==> src/rtl/bin2bcd_seq.sv <==
// Purpose: sequential double-dabble binary-to-BCD converter for the seven-segment display path.
// Latency: WIDTH+1 edges from accepted start to done; one conversion per WIDTH+1 cycles.
// Backpressure: start is sampled only in IDLE; requests while busy are dropped, not queued.
//
// Ports:
//   clk, reset   - rising-edge clock, synchronous active-high reset
//   start, bin   - conversion request and the binary value captured with it
//   busy, done   - conversion in progress / one-cycle result-update pulse
//   bcd, blank   - packed BCD result (digit 0 in [3:0]) and leading-zero mask, held between conversions
module bin2bcd_seq #(
    parameter int WIDTH  = 17,
    parameter int DIGITS = 6
) (
    input  logic                  clk,
    input  logic                  reset,
    input  logic                  start,
    input  logic [WIDTH-1:0]      bin,
    output logic                  busy,
    output logic                  done,
    output logic [4*DIGITS-1:0]   bcd,
    output logic [DIGITS-1:0]     blank
);

    localparam int CW = (WIDTH > 1) ? $clog2(WIDTH) : 1;
    localparam logic [CW-1:0]     LAST      = CW'(WIDTH - 1);
    // Reset display shows a single "0": every digit but digit 0 blanked.
    localparam logic [DIGITS-1:0] BLANK_RST = {{(DIGITS-1){1'b1}}, 1'b0};

    typedef enum logic {
        IDLE,
        SHIFT
    } state_t;

    state_t               state;
    logic [WIDTH-1:0]     sreg;
    logic [4*DIGITS-1:0]  scratch;
    logic [CW-1:0]        cnt;

    logic [4*DIGITS-1:0]  adj;
    logic [4*DIGITS-1:0]  scratch_nxt;
    logic [WIDTH-1:0]     sreg_nxt;
    logic [DIGITS-1:0]    mask_nxt;
    logic                 hi_zero;

    // One double-dabble iteration: add-3 correction on every digit >= 5, then
    // shift the whole {scratch, shift register} left by one. The bit shifted
    // out of the top digit is always zero because 10^DIGITS > 2^WIDTH - 1.
    always_comb begin
        adj = scratch;
        for (int i = 0; i < DIGITS; i++) begin
            if (scratch[4*i +: 4] >= 4'd5) begin
                adj[4*i +: 4] = scratch[4*i +: 4] + 4'd3;
            end
        end
        {scratch_nxt, sreg_nxt} = {adj, sreg} << 1;
    end

    // Leading-zero mask of the final result: a digit is blanked while it and
    // every digit above it are zero. Digit 0 always shows.
    always_comb begin
        hi_zero  = 1'b1;
        mask_nxt = '0;
        for (int i = DIGITS - 1; i >= 0; i--) begin
            hi_zero     = hi_zero & (scratch_nxt[4*i +: 4] == 4'd0);
            mask_nxt[i] = hi_zero;
        end
        mask_nxt[0] = 1'b0;
    end

    always_ff @(posedge clk) begin
        if (reset) begin
            state   <= IDLE;
            busy    <= 1'b0;
            done    <= 1'b0;
            bcd     <= '0;
            blank   <= BLANK_RST;
            sreg    <= '0;
            scratch <= '0;
            cnt     <= '0;
        end else begin
            case (state)
                IDLE: begin
                    done <= 1'b0;
                    if (start) begin
                        sreg    <= bin;
                        scratch <= '0;
                        cnt     <= '0;
                        busy    <= 1'b1;
                        state   <= SHIFT;
                    end
                end
                SHIFT: begin
                    scratch <= scratch_nxt;
                    sreg    <= sreg_nxt;
                    cnt     <= cnt + 1'b1;
                    if (cnt == LAST) begin
                        // Last bit shifted in: publish result and return to IDLE,
                        // so done and busy never overlap.
                        bcd   <= scratch_nxt;
                        blank <= mask_nxt;
                        done  <= 1'b1;
                        busy  <= 1'b0;
                        cnt   <= '0;
                        state <= IDLE;
                    end
                end
                default: state <= IDLE;
            endcase
        end
    end

endmodule

==> config.mk <==
export PLATFORM = sky130hd
export DESIGN_NAME = bin2bcd_seq
export DESIGN_NICKNAME = d
export VERILOG_FILES = /design/src/rtl/bin2bcd_seq.sv
export SDC_FILE = /design/constraint.sdc
export NUM_CORES = 1
export LEC_CHECK = 0
export BUFFER_PORTS_ARGS = -buffer_cell sky130_fd_sc_hd__buf_4
export CAP_MARGIN = 20
export CORE_MARGIN = 5
export CORE_UTILIZATION = 55
export CTS_CLUSTER_SIZE = 10
export DETAILED_ROUTE_END_ITERATION = 10
export GPL_TIMING_DRIVEN = 0
export PLACE_DENSITY = 0.77
export SETUP_SLACK_MARGIN = 0.02
export SLEW_MARGIN = 20
export SYNTH_ARGS = -nofsm -noshare
export SYNTH_HDL_FRONTEND = slang
export SYNTH_SLANG_ARGS = --single-unit
==> constraint.sdc <==
create_clock -name clk -period 4.45 [get_ports clk]
set_clock_uncertainty 0.1 [all_clocks]
set_input_delay 0.89 -clock clk [delete_from_list [all_inputs] [get_ports clk]]
set_output_delay 0.89 -clock clk [all_outputs]
set_load 0.01 [all_outputs]
### Word-level counts from Yosys, hierarchy flattened

Index checks and enable logic that the tools add are counted.

| word-level totals | value |
|---|---|
| bits of input ports | 20 |
| output and inout bits | 32 |
| bits in registers | 78 |

| cells by class | value |
|---|---|
| add/sub/neg operators | 7 |
| order comparisons | 6 |
| reductions and logical operators | 7 |
| eq/ne operators | 3 |
| bitwise operators | 5 |
| muxes and demuxes | 21 |

Operators by type and width:

| cell | count |
|---|---|
| 24-bit one-hot mux with 2 select lines | 1 |
| 17-bit one-hot mux with 2 select lines | 1 |
| 4-bit by 3-bit greater-or-equal comparator with 1-bit output, second input constant | 6 |
| 24-bit 2-to-1 mux | 1 |
| 4-bit by 2-bit adder with 4-bit output, second input constant | 5 |
| 4-bit logical NOT | 5 |
| 4-bit 2-to-1 mux | 5 |
| 17-bit 2-to-1 mux | 1 |
| 5-bit 2-to-1 mux | 2 |
| 5-bit one-hot mux with 2 select lines | 1 |
| 1-bit one-hot mux with 2 select lines | 3 |
| 5-bit by 1-bit adder with 5-bit output, second input constant | 1 |
| 5-bit equality test, second input constant | 1 |
| 1-bit 2-to-1 mux | 5 |
| 1-bit AND | 4 |
| 2-bit AND reduction | 2 |
| 3-bit by 2-bit adder with 3-bit output, second input constant | 1 |
| 3-bit 2-to-1 mux | 1 |
| 2-bit by 1-bit != test with 1-bit output, second input constant | 1 |
| 2-bit != test, second input constant | 1 |
| 1-bit NOT | 1 |

### Longest topological paths before layout

Gate-level depths: netlist of run 1.

| depth | value |
|---|---|
| depth in word-level cells | 7 |
| mapped depth | 8 |
| gate-level depth less buffers | 8 |

### Least setup slack after synthesis of run 1

Ideal clock, no wire load.

| timing | value |
|---|---|
| path kind | register to register |
| from | reg scratch[16] |
| to | reg blank[2] |
| slack | 2.353 ns |
| buffers on the path | 0 |
| period minus slack after synthesis | 2.097 ns |
| library setup time | 0.120 ns |
| stages on the path, launching flop included | 9 |
| arrival | 1.877 ns |
| data required time | 4.230 ns |
| cells stage by stage | dfxtp_1 > inv_1 > ha_1 > and2b_1 > o21bai_2 > nor3_1 > o2111a_2 > and4bb_1 > a211o_2 |

| between the ends | value |
|---|---|
| cells in the longest elaborated chain, start to end | 6 |
| elaborated cells on any way between the ends | 8 |
| those cells by class | add/sub (1); order compare (1); mux (1); bitwise (3); reduce/logical (2) |

Ends and longest elaborated chain:

| what | RTL line | source |
|---|---|---|
| from (decl) | 36 | `logic [4*DIGITS-1:0] scratch;` |
| from (signal assigned) | 93 | `scratch <= scratch_nxt;` |
| 4-bit by 2-bit adder with 4-bit output / 4-bit by 3-bit greater-or-equal comparator with 1-bit output (equally long branches) | 52, 51 |  |
| 4-bit 2-to-1 mux * | 51 | `if (scratch[4*i +: 4] >= 4'd5) begin` |
| 4-bit logical NOT | 64 | `hi_zero = hi_zero & (scratch_nxt[4*i +: 4] == 4'd0);` |
| 1-bit AND * (3 in series) | 64 |  |
| to (signal assigned) | 100 | `blank <= mask_nxt;` |
| to (decl) | 21 | `output logic [DIGITS-1:0] blank` |

Mark *: on every way between the ends. The rest lies on a longest branch, timed or not.
A chain may end at the register's enable or synchronous reset.

### Worst setup path after layout of run 1

Ends and elaborated chain as after synthesis.

==> impl_metrics.json, run 1 <==
{
  "status": "completed",
  "critPathLaunchType": "register",
  "cts-resized-gates": 0,
  "layout_common_cells": "78 x dfxtp_1, 50 x buf_4, 46 x nor2_1",
  "worst_setup_path_end_kind": "register",
  "netlist_area_um2": 3485,
  "setup_viol_count_final": 0,
  "die_area_um2": 8027,
  "antenna_found_initial": 0,
  "slew_headroom": 0.5022,
  "cts_setup_buffers": 0,
  "ys_ff_latch": 78,
  "cts_tree": "done",
  "root_buffer": "clkbuf_8",
  "tightest_slew_ns": 0.7440,
  "postSynthCellCount": 398,
  "syn2layout_area_growth_pct": 19.50,
  "cp.required_ns": 4.59,
  "clk_pin_slew_ns": 0.08,
  "power_density_nw_per_um2": 332.6,
  "dr.pass1.iters": 4,
  "io-pin-count": 52,
  "place_area_um2": 3949,
  "syn_avg_cell_area_um2": 8.755,
  "grt_setup_unrepaired": "no",
  "worstPathArrival_ns": 2.47,
  "finalWirelength_um": 8026,
  "slowest_stage": "dfxtp_1",
  "gp_congestion": 0.8017,
  "crit_path_max_fanout": 6,
  "drt-initial-drc-count": 169,
  "grt_first_pass_wirelength_um": 13060,
  "clockBufferDepth": 2,
  "coreArea_um2": 6241,
  "grt_overflow": 0,
  "synth_edf_count": 0,
  "die_w_um": 89.60,
  "power.leakage_nw": 1.688,
  "maxCapViolations": 0,
  "hp-class": "register to register",
  "cts_buffers": 9,
  "numPlacedInstances": 524,
  "h-tree-depth": 3,
  "antenna_left": 0,
  "finalNonFillerCells": 540,
  "groute.usage.overall": 0.2111,
  "drive_gt1_frac": 0.1685,
  "nNetsFinal": 492,
  "crit_chain": "inv_1 -> ha_1 -> and2b_1 -> o21bai_2 -> nor3_1 -> o2111a_2 -> and4bb_1 -> a211o_2",
  "final_common_cell": "dfxtp_1",
  "setup_tns_ns": 0,
  "rows": 29,
  "ys_seq_area_frac": 0.4481,
  "min_period_ns": 2.332,
  "drc": 0,
  "fin_crit_sh": 0.5240,
  "start_util": 0.5583,
  "synth_top_area_frac": 0.4481,
  "fmax_ghz": 0.4288,
  "cts_hold_buf": 0,
  "post-dp-hpwl_um": 5854,
  "diodes": 0,
  "cts_sinks": 78,
  "slowest_delay_ns": 0.44,
  "synth_top_cells_by_area": "dfxtp_1 45%, mux2i_1 5.7%, o21ai_0 5.2%",
  "grt_pass1_vias": 2815,
  "synth_ff_type": "dfxtp_1",
  "grt_max_degree": 13,
  "num_vias": 3014,
  "final_hold_viol_count": 0,
  "worstSkewPairLatency_ns": 0.35,
  "path_class": "register to register",
  "synth_cell_types": 46,
  "syn-num-nets": 432,
  "port_buffers": 49,
  "ys_async_sr_fraction": 0,
  "ir_drop_mv": 0.2036,
  "fin_area_um2": 4164,
  "detail_route.wl_per_cell_um": 14.86,
  "yosys.area.top_type": "dfxtp_1",
  "yosys_warnings": 0,
  "avgViaCountPerCell": 5.581,
  "die_h_um": 89.60,
  "total_power_mw": 1.385,
  "slew_viol_final": 0
}
==> worst max-delay path, delay by kind of cell (launching register included) <==
family          cells  cell delay (ns)
fa+ha+maj           1             0.28
compound gates      3             0.80
flops               1             0.44
buf+inv             1             0.11
simple gates        3             0.49
==> power breakdown <==
| part | switching, mW | leakage, nW | internal, mW | total [mW] |
|---|---|---|---|---|
| Combinational | 0.0509 | 0.946 | 0.0342 | 0.0851 |
| Clock | 0.253 | 0.110 | 0.330 | 0.583 |
| Sequential | 0.00787 | 0.632 | 0.709 | 0.717 |
| Total | 0.311 | 1.69 | 1.07 | 1.38 |
==> path summary, 6_finish.rpt <==
path               startpoint  endpoint  slack, ns  cells after the start
setup / recovery  scratch[16]  blank[2]       2.12                      8
hold / removal        bcd[18]   bcd[18]       0.36                      2
setup reg to reg  scratch[16]  blank[2]       2.12                      8
hold reg to reg       bcd[18]   bcd[18]       0.36                      2
==> cell usage after synthesis (6+ instances only) <==
| library cell | n |
|---|---|
| a21oi_1 | 34 |
| a22o_1 | 18 |
| clkbuf_1 | 12 |
| dfxtp_1 | 78 |
| ha_1 | 14 |
| inv_1 | 16 |
| mux2i_1 | 20 |
| nand2_1 | 44 |
| nor2_1 | 46 |
| nor3_1 | 16 |
| nor3b_1 | 8 |
| o21ai_0 | 36 |
| xnor2_1 | 6 |
==> cell families after synthesis <==
group / Yosys count / share of synthesized area
buffers and inverters: 36 / 0.04021
adders and majority gates: 14 / 0.05027
xor gates and xnor gates: 8 / 0.02011
muxes: 21 / 0.06068
AOI/OAI and AO/OA: 105 / 0.1892
and+or+nand+nor: 135 / 0.1903
other: 1 / 0.001076
DFF: 78 / 0.4481
==> registers in the layout, indices dropped and copies added (netlist names) <==
register / flops
bcd: 24
scratch: 24
sreg: 17
blank: 5
cnt: 5
busy: 1
done: 1
state: 1
==> cell type report <==
type | count | area, um2
fillers | 538 | 2077
clock buffers | 12 | 145.1
repair buffers | 49 | 367.9
well taps | 77 | 96.34
multi-input cells | 284 | 1783
clock inverters | 4 | 70.07
flip-flops and latches | 78 | 1562
plain buffers | 19 | 76.32
inverters | 17 | 63.81
==> metrics by stage <==
stage | hold slack (ns) | util | worst slack [ns]
after detailed placement | 0.3480 | 0.6327 | 1.779
after global placement | 0.3351 | 0.6327 | 1.830
final | 0.3634 | 0.6672 | 2.118
after CTS | 0.3676 | 0.6672 | 2.123
after floorplan | 0.3422 | - | 2.353
after global routing | 0.3801 | 0.6672 | 1.966
==> per-layer routing <==
metal	share of wire	vias to the layer above	wire, um	track usage
met5	0	-	0	0
met4	0.018	0	145	0.08796
met3	0.068	16	549	0.05748
met2	0.48	95	3826	0.3484
met1	0.44	1399	3504	0.2597
li1	-	1504	-	-
Note: power is estimated with default switching activity, not from simulation.
==> run 2: changes to the inputs <==
==> constraint.sdc (replaced) <==
create_clock -name clk -period 2.37 [get_ports clk]
set_clock_uncertainty 0.1 [all_clocks]
set_input_delay 0.474 -clock clk [delete_from_list [all_inputs] [get_ports clk]]
set_output_delay 0.474 -clock clk [all_outputs]
set_load 0.01 [all_outputs]
==> run 2 against run 1 <==
  * Routed wire length is 0.11% lower
  * Worst setup slack worse by 2.0 ns
  * Flip-flop and latch count stayed put
  * Power increased by 88%
  * Sequential power increased by 88%
  * Final cell count unchanged
  * Clock-buffer cell count is the same
==> impl_metrics.json, run 2 (synthesis gave the netlist of run 1 again) <==
{
  "maxCapViolations": 0,
  "drt-initial-drc-count": 160,
  "setup_tns_ns": 0,
  "post-dp-hpwl_um": 5854,
  "worstPathArrival_ns": 2.39,
  "final_common_cell": "dfxtp_1",
  "detail_route.wl_per_cell_um": 14.85,
  "port_buffers": 49,
  "cts_buffers": 9,
  "cell_internal_pwr_mw": 2.016,
  "reg2reg_depth": 8,
  "grt_first_pass_wirelength_um": 13070,
  "antenna_left": 0,
  "p_comb_frac": 0.062,
  "reg2reg_to": "blank[2]",
  "io-pin-count": 52,
  "hp-class": "input pin to register",
  "path_class": "register to register",
  "grt_pass1_vias": 2822,
  "crit_chain": "inv_1 -> ha_1 -> and2b_1 -> o21bai_2 -> nor3_1 -> o2111a_2 -> and4bb_1 -> a211o_2",
  "setup_viol_count_final": 0,
  "crit_path_max_fanout": 6,
  "cts_hold_buf": 0,
  "power_frac_clock": 0.421,
  "cp.required_ns": 2.51,
  "root_buffer": "clkbuf_8",
  "ir_drop_mv": 0.3835,
  "power.leakage_nw": 1.694,
  "cts_tree": "done",
  "drc": 0,
  "finalWirelength_um": 8017,
  "drive_gt1_frac": 0.1814,
  "critPathTopFamily": "compound AO/OA/AOI/OAI gates",
  "clockBufferDepth": 2,
  "rows": 29,
  "cts_sinks": 78,
  "route.met3.wl_um": 559,
  "routed.top_layer": "met4",
  "fmax_ghz": 0.4455,
  "status": "completed",
  "grt_max_degree": 13,
  "slew_headroom": 0.5487,
  "final_hold_viol_count": 0,
  "antenna_found_initial": 0,
  "coreArea_um2": 6241,
  "dr.pass1.iters": 5,
  "start_util": 0.5583,
  "slowest_delay_ns": 0.39,
  "dr_wl_met2_um": 3799,
  "top_regs": "bcd: 24 flops, scratch: 24 flops, sreg: 17 flops",
  "critPathLaunchType": "register",
  "worst_setup_path_end_kind": "register",
  "power_density_nw_per_um2": 622.0,
  "avgViaCountPerCell": 5.574,
  "diodes": 0,
  "gp_congestion": 0.8017,
  "swShare": 0.2248,
  "die_h_um": 89.60,
  "slowest_stage": "dfxtp_2",
  "p_switching_mw": 0.5848,
  "nNetsFinal": 492,
  "clk_pin_slew_ns": 0.08,
  "cts_setup_buffers": 0,
  "r2r_slack_ns": 0.13,
  "syn2layout_area_growth_pct": 20.00,
  "fin_crit_sh": 0.9471,
  "min_path_cells": 3,
  "min_to": "sreg[0]",
  "whs_ns": 0.3229,
  "layout_common_cells": "76 x dfxtp_1, 50 x buf_4, 45 x nor2_1",
  "min_period_ns": 2.245,
  "die_w_um": 89.60,
  "cp.buffers_inverters": 1,
  "worstSkewPairLatency_ns": 0.35,
  "grt_setup_unrepaired": "yes",
  "pwr-share-seq": 0.518,
  "tightest_slew_ns": 0.6769,
  "hold_start": "bin[0]",
  "num_vias": 3010,
  "wirelength_met1_um": 3505,
  "groute.usage.overall": 0.2111,
  "grt_overflow": 0,
  "die_area_um2": 8027,
  "slew_viol_final": 0,
  "h-tree-depth": 3,
  "reg2reg_from": "scratch[16]"
}
==> run 2: cell counts in the layout (fill, tap and decap cells not counted) <==
No cell type changed its count.
==> run 2: timing repair <==
| action | CTS | global route |
|---|---|---|
| resized for setup | 0 | 6 |
| endpoints found under the hold margin | 0 | 0 |
| setup endpoints to repair | 0 | 12 |
==> run 2: worst max-delay path by stage <==
stage | start | endpoint | slack [ns] | cells past startpoint
5_1_grt | scratch[12] | blank[2] | 0.02 | 8
2_1_floorplan | scratch[16] | blank[2] | 0.27 | 8
4_1_cts | scratch[16] | blank[2] | 0.04 | 8
3_5_place_dp | scratch[16] | blank[2] | 0.08 | 8
3_3_place_gp | scratch[16] | blank[2] | 0.14 | 8
6_report | scratch[16] | blank[2] | 0.13 | 8
==> run 2: final cells by class <==
type	instances	area, um2
Tap cell	77	96.34
Multi-Input combinational cell	284	1798
Buffer	19	76.32
Timing Repair Buffer	49	367.9
Inverter	17	63.81
Fill cell	535	2059
Sequential cell	78	1564
Clock inverter	4	70.07
Clock buffer	12	145.1
==> run 2: through the flow <==
step / cells / util / area, um2 / setup slack, ns / total power, mW
2_1_floorplan: 398 / - / 3485 / 0.2726 / 1.477
3_3_place_gp: 524 / 0.6327 / 3949 / 0.1442 / 1.531
3_5_place_dp: 524 / 0.6327 / 3949 / 0.07978 / 1.536
4_1_cts: 540 / 0.6672 / 4164 / 0.04303 / 2.609
5_1_grt: 540 / 0.6700 / 4182 / 0.01667 / 2.696
6_report: 540 / 0.6700 / 4182 / 0.1254 / 2.601
==> run 2: metal layers <==
metal,GRT usage,vias to the layer above
met4,0.08525,0
met2,0.3497,90
met3,0.06022,18
met5,0,-
met1,0.2580,1398
li1,-,1504
==> run 2: power by group through the flow <==
stage | Combinational [mW] | Sequential [mW] | Clock [mW]
floorplan | 0.103 | 1.37 | 0
global placement | 0.155 | 1.38 | 0
detailed placement | 0.159 | 1.38 | 0
CTS | 0.160 | 1.35 | 1.10
global route | 0.178 | 1.35 | 1.17
finish | 0.160 | 1.35 | 1.09
==> run 2: worst register-to-register path, stage by stage, from the launching register on <==
cell,delay (ns)
dfxtp_2,0.39
inv_1,0.09
ha_1,0.27
and2b_1,0.21
o21bai_2,0.20
nor3_1,0.07
o2111a_2,0.30
and4bb_1,0.21
a211o_2,0.30
==> run 3: changes to the inputs <==
--- a/config.mk
+++ b/config.mk
@@ -9,12 +9,11 @@
 export CAP_MARGIN = 20
 export CORE_MARGIN = 5
 export CORE_UTILIZATION = 55
-export CTS_CLUSTER_SIZE = 10
 export DETAILED_ROUTE_END_ITERATION = 10
 export GPL_TIMING_DRIVEN = 0
-export PLACE_DENSITY = 0.77
+export PLACE_DENSITY = 0.85
 export SETUP_SLACK_MARGIN = 0.02
-export SLEW_MARGIN = 20
+export SLEW_MARGIN = 10
 export SYNTH_ARGS = -nofsm -noshare
 export SYNTH_HDL_FRONTEND = slang
 export SYNTH_SLANG_ARGS = --single-unit
==> run 3 against run 2 <==
  * Largest power group unchanged
  * Global-route usage rose by 0.77 points
  * Combinational power barely moved
  * Core utilization rose by 0.22 points
  * Critical path type unchanged
==> impl_metrics.json, run 3 (synthesis gave the netlist of run 1 again) <==
{
  "cts_hold_buf": 0,
  "grt_overflow": 0,
  "final_hold_viol_count": 0,
  "final_common_cell": "dfxtp_1",
  "power.leakage_nw": 1.698,
  "grt_pass1_vias": 2919,
  "crit_path_max_fanout": 5,
  "seqCellArea_um2": 1564,
  "slowest_delay_ns": 0.43,
  "syn2layout_area_growth_pct": 20.39,
  "clockBufferDepth": 2,
  "drive_gt1_frac": 0.1793,
  "multiInputGateArea_um2": 1794,
  "post-dp-hpwl_um": 6040,
  "h-tree-depth": 3,
  "cp.required_ns": 2.52,
  "fmax_ghz": 0.4417,
  "finalWirelength_um": 8238,
  "cts_tree": "done",
  "status": "completed",
  "cp.buffers_inverters": 1,
  "antenna_found_initial": 0,
  "hp-class": "input pin to register",
  "setup_viol_count_final": 0,
  "cts_sinks": 78,
  "grt_setup_unrepaired": "no",
  "critPathLaunchType": "register",
  "die_w_um": 89.60,
  "antenna_left": 0,
  "drt-initial-drc-count": 175,
  "root_buffer": "clkbuf_8",
  "slowest_stage": "dfxtp_1",
  "slew_headroom": 0.5478,
  "dr.pass1.iters": 4,
  "diodes": 0,
  "layout_common_cells": "76 x dfxtp_1, 50 x buf_4, 46 x nor2_1",
  "fill_cells": 519,
  "die_area_um2": 8027,
  "start_util": 0.5583,
  "clk_pin_slew_ns": 0.08,
  "coreArea_um2": 6241,
  "min_period_ns": 2.264,
  "cts_setup_buffers": 0,
  "nNetsFinal": 492,
  "port_buffers": 49,
  "rows": 29,
  "maxCapViolations": 0,
  "setup_tns_ns": 0,
  "worst_setup_path_end_kind": "register",
  "slew_viol_final": 0,
  "detail_route.wl_per_cell_um": 15.26,
  "tightest_slew_ns": 0.6758,
  "io-pin-count": 52,
  "ir_drop_mv": 0.6156,
  "cts_buffers": 9,
  "drc": 0,
  "num_vias": 3048,
  "grt_max_degree": 14,
  "avgViaCountPerCell": 5.644,
  "groute.usage.overall": 0.2188,
  "path_class": "register to register",
  "fin_crit_sh": 0.9553,
  "worstPathArrival_ns": 2.41,
  "worstSkewPairLatency_ns": 0.35,
  "grt_first_pass_wirelength_um": 13540,
  "total_power_mw": 2.652,
  "top_regs": "bcd: 24 flops, scratch: 24 flops, sreg: 17 flops",
  "power_density_nw_per_um2": 632.2,
  "die_h_um": 89.60,
  "crit_chain": "inv_1 -> ha_1 -> nor3b_1 -> nor4b_4 -> and3b_1 -> o2111a_2 -> and4bb_1 -> a211o_2",
  "gp_congestion": 0.9282,
  "critPathTopFamily": "simple AND/OR/NAND/NOR gates"
}
-- run 3: per-stage QoR --
step                      cells  setup WS [ns]  hold WS, ns    util  area (um2)
final                       540         0.1060       0.3243  0.6722        4195
after floorplan             398         0.2726       0.3422       -        3485
after global routing        540        0.02294       0.3644  0.6722        4195
after detailed placement    524         0.1234       0.3448  0.6327        3949
after CTS                   540         0.1085       0.3167  0.6700        4182
after global placement      524         0.1529       0.3345  0.6327        3949
-- run 3: where the power goes --
group	leakage, nW	internal (mW)	switching, mW
combinational	0.950	0.0643	0.0952
sequential	0.633	1.33	0.0145
clock	0.116	0.651	0.496
-- run 3: what timing repair did --
item,4_1_cts,5_1_grt
gates resized for setup,0,4
endpoints found under the setup margin,0,2
endpoints found under the hold margin,0,0
-- run 3: layout make-up --
class / instances / area share
multi-input cells: 284 / 0.4277
flip-flops and latches: 78 / 0.3728
repair buffers: 49 / 0.08768
clock buffers: 11 / 0.03609
well taps: 77 / 0.02296
clock inverters: 5 / 0.01939
plain buffers: 19 / 0.01819
inverters: 17 / 0.01521
-- run 3: final timing paths --
| kind | start | cells past startpoint | endpoint | slack [ns] |
|---|---|---|---|---|
| max | scratch[20] | 8 | blank[2] | 0.11 |
| min | bin[0] | 3 | sreg[0] | 0.32 |
| max reg2reg | scratch[20] | 8 | blank[2] | 0.11 |
| min reg2reg | bcd[18] | 2 | bcd[18] | 0.36 |
-- run 3: worst min-delay path, stage by stage --
cell     delay [ns]
buf_4          0.08
mux2i_1        0.06
nor3_1         0.11
-- run 3: layer usage --
metal / global-route usage / vias up / wire, um
met3: 0.06478 / 14 / 709
li1: - / 1507 / -
met4: 0.09066 / 0 / 139
met2: 0.3537 / 105 / 3894
met1: 0.2723 / 1422 / 3495
met5: 0 / - / 0
